==> src/rtl/uart_transmitter_pkg.sv <==
// uart_transmitter_pkg: shared UART transmitter types and the bit-period helper.
package uart_transmitter_pkg;

    typedef logic [7:0] UartData_t;

    typedef enum logic [2:0] {
        IDLE,
        START,
        DATA,
        PARITY,
        STOP
    } UartTxState_t;

    function automatic int unsigned cycles_per_bit(input int unsigned clk_freq,
                                                   input int unsigned baud_rate);
        return (clk_freq + baud_rate / 2) / baud_rate;
    endfunction

endpackage

==> src/rtl/uart_baud_tick.sv <==
// uart_baud_tick: bit-period down-counter; ticks on the last cycle of each bit and
// reloads with a stop-length period when long_i is set.
module uart_baud_tick #(
    parameter int unsigned CYCLES_PER_BIT = 868,
    parameter int unsigned STOP_BITS      = 1
) (
    input  logic clk,
    input  logic rst,
    input  logic clr_i,
    input  logic en_i,
    input  logic long_i,
    output logic tick_o
);

    localparam int unsigned W = $clog2(STOP_BITS * CYCLES_PER_BIT);
    localparam logic [W-1:0] SHORT = W'(CYCLES_PER_BIT - 1);
    localparam logic [W-1:0] LONG  = W'(STOP_BITS * CYCLES_PER_BIT - 1);

    logic [W-1:0] cnt_q, cnt_d;

    assign tick_o = en_i && (cnt_q == '0);

    always_comb begin
        cnt_d = clr_i ? SHORT : !en_i ? cnt_q : tick_o ? (long_i ? LONG : SHORT) : cnt_q - 1'b1;
    end

    always_ff @(posedge clk or negedge rst) begin
        if (!rst) cnt_q <= '0;
        else      cnt_q <= cnt_d;
    end

endmodule

==> src/rtl/uart_transmitter.sv <==
// uart_transmitter: 8N1/8N2 UART transmitter, LSB first, registered txd and uartBusy.
// Defining UART_PARITY_EN inserts a parity bit between the data and stop bits.
module uart_transmitter
    import uart_transmitter_pkg::*;
#(
    parameter int unsigned CLK_FREQ  = 100000000,
    parameter int unsigned BAUD_RATE = 115200,
    parameter int unsigned STOP_BITS = 1
) (
    input  logic      clk,
    input  logic      rst,
    input  logic      uartStartSend,
    input  UartData_t uartDataToSend,
    output logic      uartBusy,
    output logic      txd
);

    localparam int unsigned CPB = cycles_per_bit(CLK_FREQ, BAUD_RATE);

    if (CPB < 2) begin : g_bad_cpb
        $error("uart_transmitter: CYCLES_PER_BIT must be at least 2");
    end
    if (STOP_BITS != 1 && STOP_BITS != 2) begin : g_bad_stop
        $error("uart_transmitter: STOP_BITS must be 1 or 2");
    end

`ifdef UART_PARITY_EN
    localparam logic PARITY_ODD = 1'b0;
    logic par_q, par_d;
`endif

    UartTxState_t state_q, state_d;
    UartData_t    shift_q, shift_d;
    logic [2:0]   bit_q, bit_d;
    logic         busy_q, busy_d;
    logic         txd_q, txd_d;
    logic         accept;
    logic         tick;

    uart_baud_tick #(
        .CYCLES_PER_BIT(CPB),
        .STOP_BITS     (STOP_BITS)
    ) u_baud (
        .clk   (clk),
        .rst   (rst),
        .clr_i (accept),
        .en_i  (busy_q),
        .long_i(state_d == STOP),
        .tick_o(tick)
    );

    always_comb begin
        state_d = state_q;
        shift_d = shift_q;
        bit_d   = bit_q;
        busy_d  = busy_q;
        txd_d   = txd_q;
        accept  = 1'b0;
`ifdef UART_PARITY_EN
        par_d   = par_q;
`endif
        case (state_q)
            IDLE: if (uartStartSend) begin
                accept  = 1'b1;
                state_d = START;
                shift_d = uartDataToSend;
                busy_d  = 1'b1;
                txd_d   = 1'b0;
`ifdef UART_PARITY_EN
                par_d   = ^uartDataToSend ^ PARITY_ODD;
`endif
            end
            START: if (tick) begin
                state_d = DATA;
                txd_d   = shift_q[0];
                shift_d = shift_q >> 1;
                bit_d   = 3'd0;
            end
            DATA: if (tick) begin
                bit_d = bit_q + 3'd1;
                if (bit_q == 3'd7) begin
`ifdef UART_PARITY_EN
                    state_d = PARITY;
                    txd_d   = par_q;
`else
                    state_d = STOP;
                    txd_d   = 1'b1;
`endif
                end else begin
                    txd_d   = shift_q[0];
                    shift_d = shift_q >> 1;
                end
            end
`ifdef UART_PARITY_EN
            PARITY: if (tick) begin
                state_d = STOP;
                txd_d   = 1'b1;
            end
`endif
            STOP: if (tick) begin
                state_d = IDLE;
                busy_d  = 1'b0;
            end
            default: state_d = IDLE;
        endcase
    end

    always_ff @(posedge clk or negedge rst) begin
        if (!rst) begin
            state_q <= IDLE;
            shift_q <= '0;
            bit_q   <= '0;
            busy_q  <= 1'b0;
            txd_q   <= 1'b1;
`ifdef UART_PARITY_EN
            par_q   <= 1'b0;
`endif
        end else begin
            state_q <= state_d;
            shift_q <= shift_d;
            bit_q   <= bit_d;
            busy_q  <= busy_d;
            txd_q   <= txd_d;
`ifdef UART_PARITY_EN
            par_q   <= par_d;
`endif
        end
    end

    assign uartBusy = busy_q;
    assign txd      = txd_q;

endmodule

==> config.mk <==
export PLATFORM = sky130hd
export DESIGN_NAME = uart_transmitter
export DESIGN_NICKNAME = d
export VERILOG_FILES = /design/src/rtl/uart_transmitter_pkg.sv /design/src/rtl/uart_baud_tick.sv /design/src/rtl/uart_transmitter.sv
export SDC_FILE = /design/constraint.sdc
export NUM_CORES = 1
export LEC_CHECK = 0
export CAP_MARGIN = 25
export CORE_MARGIN = 2
export CORE_UTILIZATION = 38
export CTS_CLUSTER_DIAMETER = 30
export DETAILED_ROUTE_END_ITERATION = 8
export GPL_TIMING_DRIVEN = 0
export HOLD_SLACK_MARGIN = 0.12
export PLACE_DENSITY_LB_ADDON = 0.12
export SLEW_MARGIN = 15
export SYNTH_ARGS = -nofsm -noshare
export SYNTH_HDL_FRONTEND = slang
export SYNTH_SLANG_ARGS = --single-unit
==> constraint.sdc <==
create_clock -name clk -period 2.73 [get_ports clk]
set_clock_uncertainty 0.05 [all_clocks]
set_input_delay 0.819 -clock clk [delete_from_list [all_inputs] [get_ports clk]]
set_output_delay 0.819 -clock clk [all_outputs]
set_load 0.01 [all_outputs]
---- Yosys cells after proc, flatten, opt, wreduce, memory -nomap -nowiden ----
Cells that the tools add are included.
storage, ports and cells
  flip-flop bits (word level) ............. 26
  input port bits ......................... 11
  output and inout port bits .............. 2
  logic and storage cells ................. 56
operators by class
  $add $sub $neg .......................... 2
  equality and inequality tests ........... 10
  muxes and demuxes ....................... 26
  reduce and logical (&&, ||, !) cells .... 12
operators with widths
  cell                                                 count
  2-to-1 mux 8 bit                                     4
  2-to-1 mux 10 bit                                    3
  one-hot mux 8 bit (3 select lines)                   1
  2-to-1 mux 3 bit                                     6
  one-hot mux 3 bit (4 select lines)                   1
  zero test 10 bit                                     1
  AND reduction 5 bit                                  2
  subtractor 10 x 1 -> 10 bit (second input constant)  1
  2-to-1 mux 1 bit                                     8
  == test 3 bit (second input constant)                2
  != test 2 x 1 -> 1 bit (second input constant)       3
  != test 2 bit (second input constant)                3
  one-hot mux 3 bit (2 select lines)                   1
  AND reduction 3 bit                                  2
  nonzero test 2 bit                                   3
  AND reduction 4 bit                                  1
  adder 3 x 1 -> 3 bit (second input constant)         1
  == test 3 x 1 -> 1 bit (second input constant)       1
  == test 3 x 2 -> 1 bit (second input constant)       1
  zero test 3 bit                                      1
  one-hot mux 1 bit (3 select lines)                   1
  nonzero test 3 bit                                   1
  one-hot mux 1 bit (2 select lines)                   1
  logical AND 1 bit                                    1

---- Depth between registers and ports, before layout ----
  word-level depth ........................ 5
  mapped depth ............................ 6
  gate-level depth less buffers ........... 6

---- Cells and area by module ----
From an unflattened synthesis, not the netlist that was laid out.
second synthesis, totals
  cell total of the unflattened synthesis .. 141
  area, all modules ....................... 1,427.6 µm²
modules (own cells, without submodules)
  module            times used  cells an instance  area an instance (µm²)  sequential area each (µm²)
  uart_transmitter  1           83                 865.8                   401.6
  uart_baud_tick    1           58                 561.8                   250.2

---- Worst setup path after synthesis ----
No wires, ideal clock.
  path type ............................... input-to-reg
  start ................................... input port uartStartSend
  end ..................................... register u_baud.cnt_q[7]
  library setup time ...................... 77 ps
  arrival time ............................ 1,999 ps
  required time ........................... 2,603 ps
  setup slack ............................. 603 ps
  stages .................................. 4
  path buffers ............................ 0
  cell sequence ........................... nor4b_2 > o21ai_0 > or4_1 > a21oi_1
between the ends
  word-level cells in the longest chain between the ends .. 3
  elaborated cells between the ends (all ways) .. 4
  classes of those cells .................. 3 x mux; 1 x reduce/logical
RTL lines
  what                                                            RTL line                RTL
  from (decl)                                                     uart_transmitter.sv:12  input logic uartStartSend,
  2-to-1 mux 1 bit (*)                                            uart_transmitter.sv:63  IDLE: if (uartStartSend) begin
  2-to-1 mux 1 bit (*)                                            uart_transmitter.sv:62  case (state_q)
  2-to-1 mux 10 bit / nonzero test 2 bit (equally long branches)  --
  to (signal assigned)                                            uart_baud_tick.sv:29    else cnt_q <= cnt_d;
  to (decl)                                                       uart_baud_tick.sv:19    logic [W-1:0] cnt_q, cnt_d;
Every way passes the cells marked *; elsewhere a longest branch is shown, timed or not.
A chain may end at the register's enable or synchronous reset.

---- Final worst setup path ----
  start ................................... input port uartStartSend
  end ..................................... register u_baud.cnt_q[8]
Same word-level chain as after synthesis.

==> results.rst <==
.. list-table::
   :header-rows: 1

   * - Metric
     - Value
   * - Multiplexer share of the synthesized area
     - 0.7785%
   * - Critical Path AT
     - approximately 2.5 ns
   * - Overall power after layout
     - approximately 1.4 mW
   * - R2R Setup Slk
     - 0.61 ns
   * - Highest metal layer with signal wires
     - met4
   * - Data required time of the critical path
     - around 2.8 ns
   * - Buffer depth of the longest clock path
     - 2
   * - Dominant combinational cell family by area after synthesis
     - simple AND/OR/NAND/NOR gates
   * - Fraction of the mapped netlist area in adder cells
     - under 10%
   * - Net count after synthesis
     - between 150 and 200
   * - Number of sinks on the clock net
     - 26
   * - Part of the power in the clock network
     - a little under a quarter
   * - R2R Path Start
     - uartBusy$_DFFE_PN0P_
   * - Effective utilization at floorplan
     - 39.51%
   * - Clock-pin slew reported for the worst setup and hold paths after clock tree synthesis
     - ~0.10 ns
   * - Top_reg_cell synth
     - dfrtp_1
   * - Top fanout value on the critical path
     - 10
   * - Mapped Avg Cell Area
     - about 10 um^2
   * - ANT cells
     - 0
   * - Die height
     - ~66 um
   * - MaxCap Viol Count
     - 0
   * - Post-synthesis cell area
     - ~1400 um^2
   * - Later-pin clock latency in the skew report
     - ~0.28 ns
   * - Global-route wire length before repair
     - between 5000 and 6000 um
   * - Number of remaining DRC errors
     - 0
   * - Violation count after the first detailed-routing iteration
     - between 60 and 70
   * - Cell count after placement
     - slightly below 200
   * - Synth Area in XOR/XNOR
     - between 3 and 4%
   * - Num ports
     - 13
   * - Largest stage delay on the critical path
     - 0.50 ns
   * - Kind of end point of the critical path
     - register
   * - Register-to-Register Path Depth
     - 5
   * - Proportion of layout cells with a drive suffix above 1
     - between 10% and 20%
   * - DR pass1 iterations
     - 4
   * - FF-to-FF End
     - shift_q[5]$_DFFE_PN0P_
   * - Number of endpoints failing setup at the final stage
     - 0
   * - Post-synth EDFFs
     - 0
   * - Number of warning messages in the yosys log
     - 0
   * - Post-detailed-route wirelength per cell
     - roughly 14 um
   * - Area Growth Syn to Fin
     - 19.20%
   * - Cell types occupying the most area after synthesis
     - dfrtp_1 43%, o221a_1 5.4%, nand2b_1 3.9%
   * - Ratio of routed vias to standard cells
     - between 5 and 6
   * - Die area
     - 4316 um^2
   * - Global router's overall resource usage
     - 16.24%
   * - Number of failing hold endpoints at the final stage
     - 0
   * - Kind of launch point of the worst setup path
     - input port
   * - Final critical delay including setup and external delays
     - approximately 2.4 ns
   * - PwrDens
     - 797.3 nW/um^2
   * - Setup repair after global routing missed its margin
     - no
   * - Distinct cells, synth
     - 45
   * - Cell type contributing the most total cell area after synthesis
     - dfrtp_1
   * - Drt total wl
     - ~2900 um
   * - Simple-gate share of the synthesized area
     - 23.44%
   * - Clock buffer count from CTS
     - 3
   * - Complex-gate fraction of the synthesized area
     - around a fifth
   * - Synth top area share
     - between 40% and 50%
   * - Hpwl dp
     - about 2100 um
   * - Ratio of final minimum period to clock period
     - between 80 and 90%
   * - Number of H-tree levels
     - 1
   * - Maximum vdd drop
     - around 0.36 mV
   * - Register share of total power
     - around 47%
   * - Number of synthesized register bits
     - 26
   * - FFs w/ async S/R, synth
     - 100.0%
   * - Most frequent cell after synthesis
     - dfrtp_1
   * - Placer's final routability congestion estimate
     - around 0.87
   * - Number of antenna-violating nets in the routed design
     - 0
   * - Largest net degree at the start of global routing
     - 27
   * - Core box area
     - 3661 um^2
   * - Final #Nets
     - roughly 170
   * - Cell count after synthesis
     - between 100 and 150
   * - Critical path's slowest cell
     - clkdlybuf4s50_1
   * - Internal power component
     - approximately 0.94 mW
   * - Final standard cell count with taps included and fillers excluded
     - ~200
   * - DR vias
     - approximately 1.1k
   * - Switching part of the total
     - 31.56%
   * - CP Cell Sequence
     - clkdlybuf4s50_1 > nor4b_4 > buf_4 > clkbuf_1 > o211ai_1 > xor2_1 > nand2_1
   * - Register area share after synthesis
     - about 45%
   * - Horiz. Die Dim
     - 65.70 um
   * - Via count of the first global-routing pass
     - roughly 1.2k
   * - Initial antenna violation count
     - 0
   * - Net Switching
     - 0.4339 mW
   * - Max Slew Vio Count
     - 0
   * - Length of routed met2 wiring
     - between 1000 and 1500 um
   * - Count of buffers inserted at the top-level ports
     - 12
   * - Worst-case headroom to the max-slew limit
     - 61.10%
   * - Leading post-synthesis cells by instance count
     - 25 x dfrtp_1, 10 x nand2_1, 10 x nor2_1
   * - Met3 wire length
     - about 120 um
   * - Overflow left after global routing
     - 0
   * - Clock root buffer
     - clkbuf_8
   * - Row cnt
     - 22
   * - Routed met1 length
     - 1439 um
   * - Leakage power
     - 0.6788 nW
   * - Worst slew pin tran
     - slightly below 0.6 ns
   * - Worst setup path category
     - in -> reg
   * - Run status
     - completed
   * - Combinational cell fraction of total power
     - 29.1%
   * - Timing-limited maximum frequency
     - 422.6 MHz
   * - CTS tree
     - yes
   * - Min-delay worst type
     - in -> async
repair_timing:
item,4_1_cts,5_1_grt
hold buffers,0,0
buffers inserted,0,3
resized for setup,1,0
setup endpoints to repair,5,1
cloned,0,0
critical path, delay by kind of cell:
family | cells | cell delay [ns]
buf+inv | 3 | 1.03
simple gates | 2 | 0.26
compound gates | 1 | 0.17
xor+xnor | 1 | 0.17
layout make-up:
type / instances / area, um^2
clock buffer: 3 / 41.29
inverter: 4 / 15.01
multi-input combinational: 103 / 758.2
fill: 363 / 1937
clock inverter: 1 / 30.03
timing repair buffer: 15 / 137.6
tap: 48 / 60.06
buffer: 6 / 30.03
sequential: 26 / 651.9
metrics by stage:
stage / hold slack, ns / util, % / TNS [ns] / worst slack [ns] / cell area, um^2
2_1_floorplan: 0.4239 / - / 0 / 0.6032 / 1446
3_3_place_gp: 0.4457 / 44.43 / -3.961 / -0.4206 / 1627
3_5_place_dp: 0.4625 / 44.29 / -3.384 / -0.4081 / 1622
4_1_cts: 0.4869 / 46.48 / 0 / 0.1344 / 1702
5_1_grt: 0.5072 / 47.10 / 0 / 0.2274 / 1724
6_report: 0.4788 / 47.10 / 0 / 0.3638 / 1724
cells by family after synthesis:
| family | after synthesis |
|---|---|
| buffers and inverters | 10 |
| multiplexers | 1 |
| AO/OA/AOI/OAI | 37 |
| flip-flops | 26 |
| XOR/XNOR | 6 |
| AND/OR/NAND/NOR | 55 |
| adder cells (fa/ha/maj) | 4 |
worst max path at each step:
stage,slack (ns),startpoint,to,cells after the start
2_1_floorplan,0.60,uartStartSend,u_baud.cnt_q[7]$_DFFE_PN0P_,4
3_3_place_gp,-0.42,uartStartSend,u_baud.cnt_q[7]$_DFFE_PN0P_,5
5_1_grt,0.23,uartStartSend,u_baud.cnt_q[8]$_DFFE_PN0P_,7
6_report,0.36,uartStartSend,u_baud.cnt_q[8]$_DFFE_PN0P_,7
3_5_place_dp,-0.41,uartStartSend,u_baud.cnt_q[8]$_DFFE_PN0P_,6
4_1_cts,0.13,uartStartSend,u_baud.cnt_q[8]$_DFFE_PN0P_,6
placed cells by master, fill, tap and decap left out, drive strengths merged, types with 2 or more instances in the layout:
master / count
o211ai: 5
xnor2: 2
buf: 5
nor3: 5
a31oi: 3
or3: 2
inv: 4
o31ai: 2
nand2: 11
nor4: 2
nor2b: 4
dfrtp: 25
a21oi: 3
or4: 2
nand2b: 9
ha: 4
or2: 3
nor4b: 2
clkbuf: 8
clkdlybuf4s50: 11
o21ai: 5
a211oi: 2
o221a: 7
nor2: 10
xor2: 4
o2bb2ai: 3
layer usage:
| layer | global-route usage [%] | up-vias |
|---|---|---|
| met5 | 0 | - |
| met4 | 5.469 | 0 |
| met3 | 2.397 | 2 |
| met2 | 26.52 | 27 |
| met1 | 21.99 | 559 |
| li1 | - | 551 |
state kept, by name, summed over array words and instances (netlist names):
| name | flops |
|---|---|
| txd | 1 |
| shift_q | 8 |
| bit_q | 3 |
| u_baud.cnt_q | 10 |
| state_q | 3 |
| uartBusy | 1 |
power by group through the flow:
stage | combinational, mW | clock [mW] | sequential, mW
CTS | 0.405 | 0.332 | 0.647
global route | 0.464 | 0.355 | 0.676
floorplan | 0.304 | 0 | 0.629
global placement | 0.388 | 0 | 0.648
detailed placement | 0.405 | 0 | 0.652
finish | 0.400 | 0.327 | 0.648
Note: power is estimated with default switching activity, not from simulation.
